===== config.mk =====
export PLATFORM = sky130hd
export DESIGN_NAME = axi4full_master_bridge
export DESIGN_NICKNAME = d
export VERILOG_FILES = /design/src/rtl/axi4full_master_bridge.sv
export SDC_FILE = /design/constraint.sdc
export NUM_CORES = 1
export LEC_CHECK = 0
export ABC_AREA = 1
export CAP_MARGIN = 5
export CORE_AREA = 4 4 180 182
export DETAILED_ROUTE_END_ITERATION = 16
export DIE_AREA = 0 0 184 186
export GPL_TIMING_DRIVEN = 1
export PLACE_DENSITY_LB_ADDON = 0.15
export SLEW_MARGIN = 20
export SYNTH_ARGS = -nofsm -noshare
export SYNTH_HDL_FRONTEND = slang
export SYNTH_SLANG_ARGS = --single-unit

===== constraint.sdc =====
create_clock -name i_aclk -period 1.5 [get_ports i_aclk]
set_input_delay 0.225 -clock i_aclk [delete_from_list [all_inputs] [get_ports i_aclk]]
set_output_delay 0.225 -clock i_aclk [all_outputs]
set_load 0.01 [all_outputs]

===== src/rtl/axi4full_master_bridge.sv =====
// axi4full_master_bridge
//   Turns a simple one-request-at-a-time valid/ready request interface into
//   AXI4 transactions. Reads are INCR bursts of (len+1) 8-byte beats. Writes
//   are single 8-byte beats. Every R beat, and the single B response, is passed
//   straight through to the response port.
// Ports
//   i_aclk / i_arsetn        clock, asynchronous active-low reset
//   i_req_* / o_req_ready    request: wen, addr, len (reads), wdata, wstrb
//   o_rsp_* / i_rsp_ready    response beats: rdata, last, err
//   o_aw*/o_w*/i_b*          AXI write address / data / response channels
//   o_ar*/i_r*               AXI read address / data channels
//   id/lock/cache/prot       tied to zero; i_bid and i_rid are ignored
module axi4full_master_bridge #(
  parameter int DATA_WIDTH = 64,
  parameter int ADDR_WIDTH = 32,
  parameter int STRB_WIDTH = DATA_WIDTH / 8
) (
  input  logic                  i_aclk,
  input  logic                  i_arsetn,
  // request / response
  input  logic                  i_req_valid,
  output logic                  o_req_ready,
  input  logic                  i_req_wen,
  input  logic [ADDR_WIDTH-1:0] i_req_addr,
  input  logic [7:0]            i_req_len,
  input  logic [DATA_WIDTH-1:0] i_req_wdata,
  input  logic [STRB_WIDTH-1:0] i_req_wstrb,
  output logic                  o_rsp_valid,
  input  logic                  i_rsp_ready,
  output logic [DATA_WIDTH-1:0] o_rsp_rdata,
  output logic                  o_rsp_last,
  output logic                  o_rsp_err,
  // AXI write address
  output logic [ADDR_WIDTH-1:0] o_awaddr,
  output logic [7:0]            o_awlen,
  output logic [2:0]            o_awsize,
  output logic [1:0]            o_awburst,
  output logic                  o_awvalid,
  input  logic                  i_awready,
  // AXI write data
  output logic [DATA_WIDTH-1:0] o_wdata,
  output logic [STRB_WIDTH-1:0] o_wstrb,
  output logic                  o_wlast,
  output logic                  o_wvalid,
  input  logic                  i_wready,
  // AXI write response
  input  logic [1:0]            i_bresp,
  input  logic                  i_bvalid,
  input  logic [3:0]            i_bid,
  output logic                  o_bready,
  // AXI read address
  output logic [ADDR_WIDTH-1:0] o_araddr,
  output logic [7:0]            o_arlen,
  output logic [2:0]            o_arsize,
  output logic [1:0]            o_arburst,
  output logic                  o_arvalid,
  input  logic                  i_arready,
  // AXI read data
  input  logic [DATA_WIDTH-1:0] i_rdata,
  input  logic [1:0]            i_rresp,
  input  logic                  i_rlast,
  input  logic                  i_rvalid,
  input  logic [3:0]            i_rid,
  output logic                  o_rready,
  // unused AXI sideband, tied off
  output logic [3:0]            o_awid,
  output logic [3:0]            o_arid,
  output logic [3:0]            o_wid,
  output logic [1:0]            o_awlock,
  output logic [1:0]            o_arlock,
  output logic [3:0]            o_awcache,
  output logic [3:0]            o_arcache,
  output logic [2:0]            o_awprot,
  output logic [2:0]            o_arprot
);

  typedef enum logic [2:0] {S_IDLE, S_AR, S_R, S_WR, S_B} state_t;

  state_t                state, state_nxt;
  logic                  cap_wen;
  logic [ADDR_WIDTH-1:0] cap_addr;
  logic [7:0]            cap_len;
  logic [DATA_WIDTH-1:0] cap_wdata;
  logic [STRB_WIDTH-1:0] cap_wstrb;
  logic [7:0]            beat_cnt;
  logic                  aw_done, w_done;

  logic req_fire, ar_fire, r_fire, aw_fire, w_fire, b_fire, r_final;

  assign req_fire = i_req_valid & o_req_ready;
  assign ar_fire  = o_arvalid & i_arready;
  assign r_fire   = i_rvalid & o_rready;
  assign aw_fire  = o_awvalid & i_awready;
  assign w_fire   = o_wvalid & i_wready;
  assign b_fire   = i_bvalid & o_bready;
  // The burst ends on our own beat count; a wrong i_rlast is only flagged.
  assign r_final  = (beat_cnt == cap_len);

  // ---- state register
  always_ff @(posedge i_aclk or negedge i_arsetn) begin
    if (!i_arsetn) state <= S_IDLE;
    else           state <= state_nxt;
  end

  // ---- next state
  always_comb begin
    state_nxt = state;
    case (state)
      S_IDLE: if (i_req_valid) state_nxt = i_req_wen ? S_WR : S_AR;
      S_AR:   if (ar_fire) state_nxt = S_R;
      S_R:    if (r_fire && r_final) state_nxt = S_IDLE;
      // AW and W may complete in either order or together
      S_WR:   if ((aw_done | aw_fire) && (w_done | w_fire)) state_nxt = S_B;
      S_B:    if (b_fire) state_nxt = S_IDLE;
      default: state_nxt = S_IDLE;
    endcase
  end

  // ---- outputs
  always_comb begin
    o_req_ready = 1'b0;
    o_arvalid   = 1'b0;
    o_awvalid   = 1'b0;
    o_wvalid    = 1'b0;
    o_rready    = 1'b0;
    o_bready    = 1'b0;
    o_rsp_valid = 1'b0;
    o_rsp_rdata = '0;
    o_rsp_last  = 1'b0;
    o_rsp_err   = 1'b0;
    case (state)
      S_IDLE: o_req_ready = 1'b1;
      S_AR:   o_arvalid   = 1'b1;
      S_R: begin
        o_rready    = i_rsp_ready;
        o_rsp_valid = i_rvalid;
        o_rsp_rdata = i_rdata;
        o_rsp_last  = r_final;
        o_rsp_err   = i_rresp[1] | (i_rlast != r_final);
      end
      S_WR: begin
        o_awvalid = ~aw_done;
        o_wvalid  = ~w_done;
      end
      S_B: begin
        o_bready    = i_rsp_ready;
        o_rsp_valid = i_bvalid;
        o_rsp_last  = 1'b1;
        o_rsp_err   = i_bresp[1];
      end
      default: ;
    endcase
  end

  // ---- captured request, beat counter, AW/W completion flags
  always_ff @(posedge i_aclk or negedge i_arsetn) begin
    if (!i_arsetn) begin
      cap_wen   <= 1'b0;
      cap_addr  <= '0;
      cap_len   <= '0;
      cap_wdata <= '0;
      cap_wstrb <= '0;
      beat_cnt  <= '0;
      aw_done   <= 1'b0;
      w_done    <= 1'b0;
    end else if (req_fire) begin
      cap_wen   <= i_req_wen;
      cap_addr  <= i_req_addr;
      cap_len   <= i_req_len;
      cap_wdata <= i_req_wdata;
      cap_wstrb <= i_req_wstrb;
      beat_cnt  <= '0;
      aw_done   <= 1'b0;
      w_done    <= 1'b0;
    end else begin
      if (r_fire)  beat_cnt <= beat_cnt + 8'd1;
      if (aw_fire) aw_done  <= 1'b1;
      if (w_fire)  w_done   <= 1'b1;
    end
  end

  // Payloads come straight from the capture registers, so they are stable
  // while the matching valid waits for its ready.
  assign o_araddr  = cap_addr;
  assign o_arlen   = cap_len;
  assign o_arsize  = 3'd3;
  assign o_arburst = 2'b01;
  assign o_awaddr  = cap_addr;
  assign o_awlen   = 8'd0;
  assign o_awsize  = 3'd3;
  assign o_awburst = 2'b01;
  assign o_wdata   = cap_wdata;
  assign o_wstrb   = cap_wstrb;
  assign o_wlast   = 1'b1;

  assign o_awid    = '0;
  assign o_arid    = '0;
  assign o_wid     = '0;
  assign o_awlock  = '0;
  assign o_arlock  = '0;
  assign o_awcache = '0;
  assign o_arcache = '0;
  assign o_awprot  = '0;
  assign o_arprot  = '0;

  logic unused_ok;
  assign unused_ok = ^{i_bid, i_rid, i_bresp[0], i_rresp[0], cap_wen};

endmodule


==> reports/metrics.yaml <==
yosys.area.top_type_share_pct: 50.2
critPathCaptureType: "output port"
nets: 1518
rsz0062_at_grt: "yes"
worstPathRequired_ns: 1.27
p_total_uw: 28800
placeableCoreArea_um2: 30600
crit_type: "flop to output port"
synth_edf_count: 0
min_period_ns: 1.93
cap_violations: 0
grt_pass1_vias: 6784
ys_ff_latch: 125
die_width_um: 184
grt_pass1_wl_um: 42100
p_switching_uw: 11700
seqPwrFrac_pct: 21.2
ioPinCount: 465
cts.sinks: 125
die_h_um: 186
ff_latch_area_um2: 3130
vias_per_cell: 3.92
clockPowerShare_pct: 14.9
fill_cells: 2993
cellInternalPower_uw: 17200
cts_buffers: 17
cts_htree_levels: 4
multi_input_area_um2: 3650
pwr-share-comb_pct: 63.9
syn_inst: 829
drt_iter0_drc: 196
setup_viol: 198
status: "finished, violations left"
tns_ns: -43.07
clockRootBuffer: "clkbuf_16"
drt-pass1-iter-count: 4
rr_startpoint: "state[0]"
ys_types: 27
ys_seq_area_share_pct: 50.2
clk_latency_ns: 0.41
port_buffers: 405
critical_path_arrival_ns: 1.71
fmax_mhz: 518
synth_common_cells: "nand2_1, dfrtp_1, inv_1"
finalHoldViolCount: 0
yosysMostFrequentCell: "nand2_1"
grt_max_degree: 48
wl_per_cell_um: 17.1
drt-total-wl_um: 29500
syn_avg_cell_area_um2: 7.51
grt-ovfl-total: 0
start_util_pct: 20.4
swShare_pct: 40.4
dieArea_um2: 34200
period_share_pct: 129
ys.warnings.count: 0
violations: "setup timing"
drive_gt1_share_pct: 41.8
hp-class: "input port to async pin"
clock_skew_ns: 0.0127
p_leak_uw: 0.00730
num_vias: 6773
rows: 64
report.final.slew_viol_count: 0
synth_top_area_cell: "dfrtp_1"
clk_pin_slew_worst_paths_ns: 0.07
async_flop_share_pct: 100
drc: 0
detail-route-antenna-nets: 0
antenna_found_initial: 3
synthFlopType: "dfrtp_1"
power_density_nw_per_um2: 2030
cp-startpoint: "beat_cnt[3]"
netlist_top_cells_area: "dfrtp_1, nand2_1, buf_4, inv_1, nor2_1"
setup.worst_path.start_class: "flop"
dp_hpwl_um: 19900
grt_util_all_layers_pct: 16.3
vdd_drop_max_v: 0.000726
setup_slack_ns: -0.431
path_max_fanout: 3
cts_tree: "built"
syn-cell-area_um2: 6230
clockBufferDepth: 2
gp_congestion: 0.785
area_growth_pct: 128
==> sequential cells by signal, summed over array words and instances (netlist names) <==
signal / count
state: 3
beat_cnt: 8
o_arlen: 8
o_araddr: 32
o_wstrb: 8
o_wdata: 64
w_done: 1
aw_done: 1
==> per-stage QoR <==
stage               hold slack (ns)  setup slack [ns]  cell area [um2]  utilization [%]  cells
global placement              0.118            -0.576            10700             34.9   1616
detailed placement            0.111            -0.537            10700             34.9   1616
CTS                           0.224            -0.453            12800             42.0   1717
finish                        0.232            -0.431            14200             46.3   1729
floorplan                   -0.0706             0.132             6400                -    876
global route                  0.247            -0.590            14200             46.3   1729
==> power groups by stage <==
stage | clock network, uW | logic (uW) | registers (uW)
after global placement | 0 | 12500 | 5880
after CTS | 4480 | 16200 | 5890
after global routing | 4590 | 19700 | 6340
after detailed placement | 0 | 12500 | 5900
after floorplan | 0 | 4630 | 6490
final | 4310 | 18400 | 6110
==> kinds of logic after synthesis <==
family	share of synthesized area, %
and+or+nand+nor	29.2
adders and majority gates	0.201
other	0.121
xor gates and xnor gates	0.422
buffers and inverters	18.1
DFF	50.2
AOI/OAI and AO/OA	1.77
==> worst max-delay path, stage by stage, from the launching register on <==
cell     delay (ns)
dfrtp_1        0.39
xnor2_1        0.18
nand2_1        0.12
nor2_4         0.15
nand2_2        0.07
nand2_1        0.06
nand3_1        0.06
nand2_1        0.08
nand2_1        0.06
buf_6          0.12
==> path summary, 6_finish.rpt <==
kind                       cells past startpoint  slack, ns            to
setup / recovery                               9      -0.43     o_rsp_err
hold / removal                                 2       0.23   o_wdata[23]
setup reg to reg                              14      -0.34      state[0]
hold reg to reg                                2       0.47    o_wstrb[4]
max in group asynchronous                      3       0.68      state[1]
min in group i_aclk                            3       0.34  o_araddr[27]
==> cell type report <==
cell class,count,area share [%]
Clock buffer,17,3.00
Antenna cell,2,0.0353
Multi-Input combinational cell,544,25.8
Timing Repair inverter,1,0.212
Tap cell,396,3.50
Timing Repair Buffer,534,41.5
Clock inverter,15,1.24
Sequential cell,125,22.1
Inverter,95,2.67
==> metal layers <==
layer  global-route usage (%)  wire, um  vias up
li1                         -         -     3297
met1                     18.4     10900     3200
met5                        0        12        -
met3                     5.35      2420       20
met2                     29.0     15600      254
met4                     5.21       553        2
==> layout by cell type, fill, tap and decap left out, types with 4 or more instances in the layout <==
cell | Yosys | final
a21oi_1 | 6 | 4
buf_12 | 0 | 23
buf_16 | 0 | 22
buf_2 | 18 | 5
buf_4 | 84 | 42
buf_6 | 1 | 98
buf_8 | 0 | 9
clkbuf_16 | 0 | 21
clkdlybuf4s50_1 | 0 | 187
conb_1 | 2 | 49
dfrtp_1 | 125 | 124
dlygate4sd2_1 | 0 | 137
inv_1 | 90 | 85
inv_2 | 4 | 7
inv_6 | 0 | 7
nand2_1 | 376 | 162
nand2_2 | 1 | 149
nand2_4 | 1 | 64
nand3_1 | 8 | 5
nor2_4 | 1 | 71
o21ai_1 | 1 | 6
o21ai_2 | 0 | 6
==> what timing repair did <==
item | CTS | global route
setup endpoints to repair | 267 | 201
gates cloned | 27 | 4
hold buffers | 1 | 0
setup buffers | 41 | 17
hold endpoints to repair | 47 | 0
gates resized for setup | 719 | 387
pin swaps | 44 | 105
No activity file was read; power rests on OpenSTA's default activity.
